File: src/rtl/sdram_port_arbiter.sv
// Shares one SDRAM controller port between a one-entry loader write buffer and
// two read ports (cassette, aux). The loader has fixed priority; the read ports share round-robin.
module sdram_port_arbiter #(
   parameter int ACCESS_CYCLES = 8
) (
   input  logic        clk,
   input  logic        reset,

   input  logic        ld_active,
   input  logic        ld_wr,
   input  logic [24:0] ld_addr,
   input  logic [7:0]  ld_data,
   output logic        ld_busy,
   output logic        ld_overrun,

   input  logic        cas_rd,
   input  logic [24:0] cas_addr,
   output logic [7:0]  cas_data,
   output logic        cas_valid,

   input  logic        aux_rd,
   input  logic [24:0] aux_addr,
   output logic [7:0]  aux_data,
   output logic        aux_valid,

   output logic [24:0] mem_addr,
   output logic [7:0]  mem_din,
   output logic        mem_rd,
   output logic        mem_we,
   input  logic [7:0]  mem_dout
);

   typedef enum logic [1:0] {IDLE, ISSUE, WAIT, DONE} state_t;
   typedef enum logic [1:0] {GNT_LD, GNT_CAS, GNT_AUX} grant_t;

   localparam logic [3:0] WAIT_LOAD = 4'(ACCESS_CYCLES - 1);

   state_t      state, state_next;
   grant_t      grant, grant_next;
   logic [3:0]  wait_cnt;
   logic        prefer_aux;
   logic        buf_full;
   logic [24:0] buf_addr;
   logic [7:0]  buf_data;

   logic        ld_req, cas_req, aux_req;
   logic        start, ld_clear, wait_last;

   // A write arriving in IDLE is granted directly so it is not overtaken by a
   // read requested in the same cycle; it still passes through the buffer.
   assign ld_req    = buf_full | ld_wr;
   assign cas_req   = cas_rd & ~ld_active;
   assign aux_req   = aux_rd & ~ld_active;
   assign start     = (state == IDLE) && (state_next == ISSUE);
   assign ld_clear  = (state == ISSUE) && (grant == GNT_LD);
   assign wait_last = (state == WAIT) && (wait_cnt == 4'd0);
   assign ld_busy   = buf_full;

   always_comb begin
      state_next = state;
      grant_next = grant;
      case (state)
         IDLE: begin
            if (ld_req) begin
               grant_next = GNT_LD;
               state_next = ISSUE;
            end else if (cas_req && aux_req) begin
               grant_next = prefer_aux ? GNT_AUX : GNT_CAS;
               state_next = ISSUE;
            end else if (cas_req) begin
               grant_next = GNT_CAS;
               state_next = ISSUE;
            end else if (aux_req) begin
               grant_next = GNT_AUX;
               state_next = ISSUE;
            end
         end
         ISSUE:   state_next = WAIT;
         WAIT:    if (wait_cnt == 4'd0) state_next = DONE;
         DONE:    state_next = IDLE;
         default: state_next = IDLE;
      endcase
   end

   // Strobes and valids are gated by reset so nothing escapes in a reset cycle.
   always_comb begin
      mem_we    = (state == ISSUE) && (grant == GNT_LD) && !reset;
      mem_rd    = (state == ISSUE) && (grant != GNT_LD) && !reset;
      cas_valid = (state == DONE) && (grant == GNT_CAS) && !reset;
      aux_valid = (state == DONE) && (grant == GNT_AUX) && !reset;
   end

   always_ff @(posedge clk) begin
      if (reset) begin
         state      <= IDLE;
         grant      <= GNT_LD;
         wait_cnt   <= 4'd0;
         prefer_aux <= 1'b0;
         mem_addr   <= '0;
         mem_din    <= '0;
         cas_data   <= '0;
         aux_data   <= '0;
      end else begin
         state <= state_next;
         grant <= grant_next;

         if (start) begin
            case (grant_next)
               GNT_LD: begin
                  mem_addr <= buf_full ? buf_addr : ld_addr;
                  mem_din  <= buf_full ? buf_data : ld_data;
               end
               GNT_CAS: mem_addr <= cas_addr;
               default: mem_addr <= aux_addr;
            endcase
            if (grant_next != GNT_LD)
               prefer_aux <= (grant_next == GNT_CAS);
         end

         if (state == ISSUE)
            wait_cnt <= WAIT_LOAD;
         else if (state == WAIT && wait_cnt != 4'd0)
            wait_cnt <= wait_cnt - 4'd1;

         if (wait_last && grant == GNT_CAS)
            cas_data <= mem_dout;
         if (wait_last && grant == GNT_AUX)
            aux_data <= mem_dout;
      end
   end

   // Loader buffer: a write in the emptying cycle refills it instead of overrunning.
   always_ff @(posedge clk) begin
      if (reset) begin
         buf_full   <= 1'b0;
         buf_addr   <= '0;
         buf_data   <= '0;
         ld_overrun <= 1'b0;
      end else begin
         if (ld_wr && (!buf_full || ld_clear)) begin
            buf_full <= 1'b1;
            buf_addr <= ld_addr;
            buf_data <= ld_data;
         end else if (ld_clear) begin
            buf_full <= 1'b0;
         end
         if (ld_wr && buf_full && !ld_clear)
            ld_overrun <= 1'b1;
      end
   end

endmodule

File: config.mk
export PLATFORM = sky130hd
export DESIGN_NAME = sdram_port_arbiter
export DESIGN_NICKNAME = d
export VERILOG_FILES = /design/src/rtl/sdram_port_arbiter.sv
export SDC_FILE = /design/constraint.sdc
export NUM_CORES = 1
export LEC_CHECK = 0
export BUFFER_PORTS_ARGS = -buffer_cell sky130_fd_sc_hd__clkbuf_2
export CAP_MARGIN = 20
export CELL_PAD_IN_SITES_DETAIL_PLACEMENT = 1
export CELL_PAD_IN_SITES_GLOBAL_PLACEMENT = 1
export CORE_UTILIZATION = 30
export CTS_CLUSTER_SIZE = 20
export DETAILED_ROUTE_END_ITERATION = 8
export PLACE_DENSITY = 0.71
export SYNTH_ARGS = -nofsm -noshare
export SYNTH_HDL_FRONTEND = slang
export SYNTH_SLANG_ARGS = --single-unit
File: constraint.sdc
create_clock -name clk -period 2.95 [get_ports clk]
set_input_delay 0.59 -clock clk [delete_from_list [all_inputs] [get_ports clk]]
set_output_delay 0.59 -clock clk [all_outputs]
set_load 0.05 [all_outputs]
**Yosys cells after proc, flatten, opt, wreduce, memory -nomap -nowiden**

Cells that the tools add are included.

- Add/subtract/negate cells: 1
- Eq/ne operators: 7
- Muxes and demuxes: 19
- Bitwise gates (word level): 4
- Reductions and logical operators: 33

Operators by type and width:

| cell | number |
|---|---|
| one-hot mux 25 bit (2 select lines) | 1 |
| two-way mux 25 bit | 1 |
| two-way mux 2 bit | 11 |
| logical AND 1 bit | 17 |
| == test 2 x 1 -> 1 bit (second input constant) | 4 |
| two-way mux 8 bit | 1 |
| one-hot mux 2 bit (4 select lines) | 1 |
| nonzero test 2 bit | 4 |
| == test 2 bit (second input constant) | 3 |
| zero test 2 bit | 3 |
| two-way mux 3 bit | 2 |
| zero test 4 bit | 1 |
| AND reduction 2 bit | 2 |
| nonzero test 4 bit | 1 |
| subtractor 4 x 1 -> 4 bit (second input constant) | 1 |
| zero test 1 bit | 3 |
| AND 1 bit | 2 |
| two-way mux 1 bit | 2 |
| OR reduction 2 bit | 1 |
| logical OR 1 bit | 1 |
| inverter 1 bit | 1 |
| bitwise OR 1 bit | 1 |

- Register bits: 93
- Logic and storage cells: 77

**Depth between registers and ports, before layout**

- Word-level depth: 10
- Mapped depth: 10

**Worst setup path after synthesis**

OpenSTA, ideal clock, no wires.

- Kind: input-to-output
- From: input port reset
- To: output port aux_valid
- Arrival: 2.292 ns
- Required time: 2.360 ns
- Path slack: 0.068 ns
- Stages on the path: 2
- Buffers on the path: 1
- Path through: clkbuf_1 > nor4bb_1

- Word-level cells in the longest chain between the ends: 2

RTL lines:

| item | RTL line | text |
|---|---|---|
| from (decl) | 7 | `input logic reset,` |
| zero test 1 bit | 90 | `aux_valid = (state == DONE) && (grant == GNT_AUX) && !reset;` |
| logical AND 1 bit | 90 |  |
| to (decl) | 24 | `output logic aux_valid,` |

Every way passes these cells.

**Worst setup path after layout**

- From: register state[0]
- To: register mem_addr[24]

- Word-level cells in the longest chain between the ends: 7

RTL lines:

| item | RTL line | text |
|---|---|---|
| from (decl) | 38 | `state_t state, state_next;` |
| from (signal assigned) | 104 | `state <= state_next;` |
| two-way mux 2 bit | 73 | `end else if (aux_req) begin` |
| two-way mux 2 bit | 70 | `end else if (cas_req) begin` |
| two-way mux 2 bit | 67 | `end else if (cas_req && aux_req) begin` |
| two-way mux 2 bit | 64 | `if (ld_req) begin` |
| one-hot mux 2 bit (4 select lines) | 62 | `case (state)` |
| == test 2 x 1 -> 1 bit | 54 | `assign start = (state == IDLE) && (state_next == ISSUE);` |
| logical AND 1 bit | 54 |  |
| to (signal assigned) | 110 | `mem_addr <= buf_full ? buf_addr : ld_addr;` |
| to (signal assigned) | 113 | `GNT_CAS: mem_addr <= cas_addr;` |
| to (signal assigned) | 114 | `default: mem_addr <= aux_addr;` |
| to (decl) | 26 | `output logic [24:0] mem_addr,` |

Several ways; a longest one is shown, not always the timed one.
A chain may end at the register's enable or synchronous reset.

==> metrics <==
DRC viols=0; syn_area_per_cell=between 8 and 9 µm²; sequential share of the synthesized area=about two fifths; Syn Std Cell Area=0.004481 mm²; placed cells=815; # resized after CTS=0; Yosys Warn Count=0; Internal=approximately 0.0024 W; via/cell ratio=just over 5; Initial Utilization=between 30% and 40%; Core ar.=between 0.01 and 0.015 mm²; Post-synth EDFFs=0; TritonCTS buffer count=9; Clk pwr share=a little under a third; TritonRoute pass-1 iters=4; ys flop type=dfxtp_1; Startpoint Class=flip-flop; final period utilization=between 80% and 90%; setup TNS=0 ps; Iteration-0 DRC Markers=242; routed via count=4317; commonest non-fill, non-tap cell in the layout=clkbuf_2; IO Pins=about 150; count of input and output buffers=between 150 and 200; crit path launch=state[0]$_SDFF_PP0_; Hold Path Cell Cnt=2; layout cell share with drive strength beyond 1=31.99%; Die X=about 120 µm; CP max FO=12; Post-CTS Setup Bufs=0; Hold Path Class=reg2reg; Slew Viols, Final=0; number of global-route vias before repair=4488; Worst EP required=between 3000 and 4000 ps; Max clock buf depth=2; slowest stage delay, CP=490 ps; CTS sink cnt=93; Setup Skew=between 8 and 9 ps; standby leakage power=roughly 2.6 nW; Synth cell types=44; TritonCTS clock tree=built; RR Startpoint=state[0]$_SDFF_PP0_; post-route minimum period=around 2600 ps; clk_lat worst skew=~350 ps; CTS clock-pin slew for the worst setup and hold paths=around 60 ps; DP Area=around 0.0054 mm²; Area Growth Syn to Fin=26.89%; DR WL/cell=17.90 µm; Finish-stage setup viols=0; max frequency=just under 400 MHz; CP Cell Sequence=inv_1 > ha_1 > nor2b_1 > a311oi_4 > and2_1 > nand3_1 > o21ai_0; Max stage delay cell, worst path=and2_1; Row Count=between 40 and 50; CP Buf/Inv Count=1; HP Start=buf_data[5]$_SDFFE_PP0P_; Die ar.=between 0.015 and 0.02 mm²; Logic pwr share=a little under a third; worst-case reg-to-reg path depth=7; Final ANT Viol Nets=0; Yosys reg bits=between 90 and 100; worst hold slack=roughly 450 ps; routability cong.=around 0.81; outcome=finished clean; WP data arrival=2830 ps; initial antenna violation count=2; number of max-cap violations=0; final instance area=~0.0057 mm²; FFs w/ async S/R, synth=0%; Pwr Density=roughly 680 mW/mm²; Worst setup EP type=flip-flop; Synthesized Nets=611; Seq pwr share=~39%; clk root buf=clkbuf_16; peak supply drop=0.0003748 V; die height=~120 µm; H-tree Lvls=3; RSZ-0062 raised after global routing=no; Overflow after GRT=0; Worst Tran Pin Value=~800 ps; pin count of the biggest net entering global routing=67; HPWL after DPL=~11000 µm; Sw Share=a little under two fifths; slew margin rel.=between 40 and 50%; most frequent cells in the layout=151 x clkbuf_2, 92 x dfxtp_1, 85 x nand2_1, 57 x mux2i_1, 53 x a21oi_1; Mapped Cells=a little over 500; final hold vios=0; Net Sw Power=around 0.0014 W; first-pass GRT wire length=roughly 24000 µm; cts-stage hold buffer count=0; Setup CP Type=reg2reg; WP depth=7; final WL=~15000 µm; Crit path max-delay family=simple AND/OR/NAND/NOR gates; Tot GR Track Use=between 10% and 20%; final std cells w/o fill=roughly 830; number of nets in the layout=between 700 and 800
==> kinds of logic after synthesis <==
| kind of cell | Yosys count | synth area share, % |
|---|---|---|
| buffers and inverters | 48 | 4.831 |
| muxes | 73 | 16.76 |
| and+or+nand+nor | 158 | 16.06 |
| DFF | 93 | 41.55 |
| xor gates and xnor gates | 2 | 0.3910 |
| adders and majority gates | 6 | 1.675 |
| AOI/OAI and AO/OA | 128 | 18.74 |
==> per-layer routing <==
| layer | vias up | track usage, % | share of wire (%) |
|---|---|---|---|
| met5 | - | 0 | 0.087 |
| met4 | 2 | 3.756 | 1.1 |
| met3 | 15 | 6.509 | 6.3 |
| met2 | 136 | 34.74 | 50 |
| met1 | 2077 | 23.00 | 43 |
| li1 | 2087 | - | - |
==> cells in the mapped netlist, drive strengths merged, types with 2 or more instances <==
library cell / number / area, µm²
a21o: 2 / 15.01
nand2: 85 / 319.1
nand2b: 4 / 25.02
a31oi: 9 / 56.30
a32oi: 8 / 70.07
nor4bb: 2 / 20.02
inv: 7 / 26.28
a211oi: 5 / 37.54
mux2: 16 / 180.2
clkbuf: 24 / 90.09
nor3b: 2 / 20.02
nor2: 31 / 116.4
nand3b: 2 / 15.01
a21oi: 54 / 270.3
nand3: 4 / 32.53
and3: 2 / 12.51
o21ai: 25 / 128.9
nor3: 10 / 50.05
ha: 6 / 75.07
nor2b: 4 / 25.02
dfxtp: 93 / 1862
nor4: 9 / 56.30
buf: 17 / 100.1
xnor2: 2 / 17.52
o221ai: 16 / 140.1
mux2i: 57 / 570.6
==> final timing paths <==
path | endpoint | slack (ps)
min reg2reg | buf_data[5]$_SDFFE_PP0P_ | 450
min | buf_data[5]$_SDFFE_PP0P_ | 450
max reg2reg | mem_addr[24]$_SDFFE_PP0N_ | 390
max | mem_addr[24]$_SDFFE_PP0N_ | 390
==> sequential cells by signal, indices dropped and copies added, names as in the netlist <==
register / count
cas_data: 8
grant: 2
ld_overrun: 1
mem_addr: 25
buf_data: 8
ld_busy: 1
mem_din: 8
prefer_aux: 1
state: 2
aux_data: 8
wait_cnt: 4
buf_addr: 25
==> power groups by stage <==
| stage | logic (W) | registers, W | clock network [W] |
|---|---|---|---|
| final | 0.00121 | 0.00150 | 0.00118 |
| after floorplan | 0.000543 | 0.00184 | 0 |
| after global routing | 0.00130 | 0.00152 | 0.00126 |
| after global placement | 0.00117 | 0.00152 | 0 |
| after CTS | 0.00122 | 0.00150 | 0.00121 |
| after detailed placement | 0.00121 | 0.00153 | 0 |
==> worst min-delay path: stages, from the launching register on <==
cell	delay [ps]
dfxtp_1	310
nand2_1	50
a21oi_1	50
==> through the flow <==
stage          setup slack, ps  power, W  utilization, %
5_1_grt                  135.9  0.004082           39.10
3_3_place_gp             531.6  0.002695           37.03
6_report                 389.0  0.003886           39.12
4_1_cts                  351.6  0.003930           39.10
3_5_place_dp             385.8  0.002743           37.03
2_1_floorplan            67.54  0.002381               -
==> cell type report <==
class | count | area, µm²
Fill cell | 1741 | 8848
Multi-Input combinational cell | 367 | 2409
Sequential cell | 93 | 1863
Timing Repair Buffer | 164 | 853.3
Clock buffer | 10 | 239.0
Tap cell | 184 | 230.2
Clock inverter | 6 | 62.56
Inverter | 7 | 26.28
Antenna cell | 1 | 2.502
Note: power is estimated with default switching activity, not from simulation.
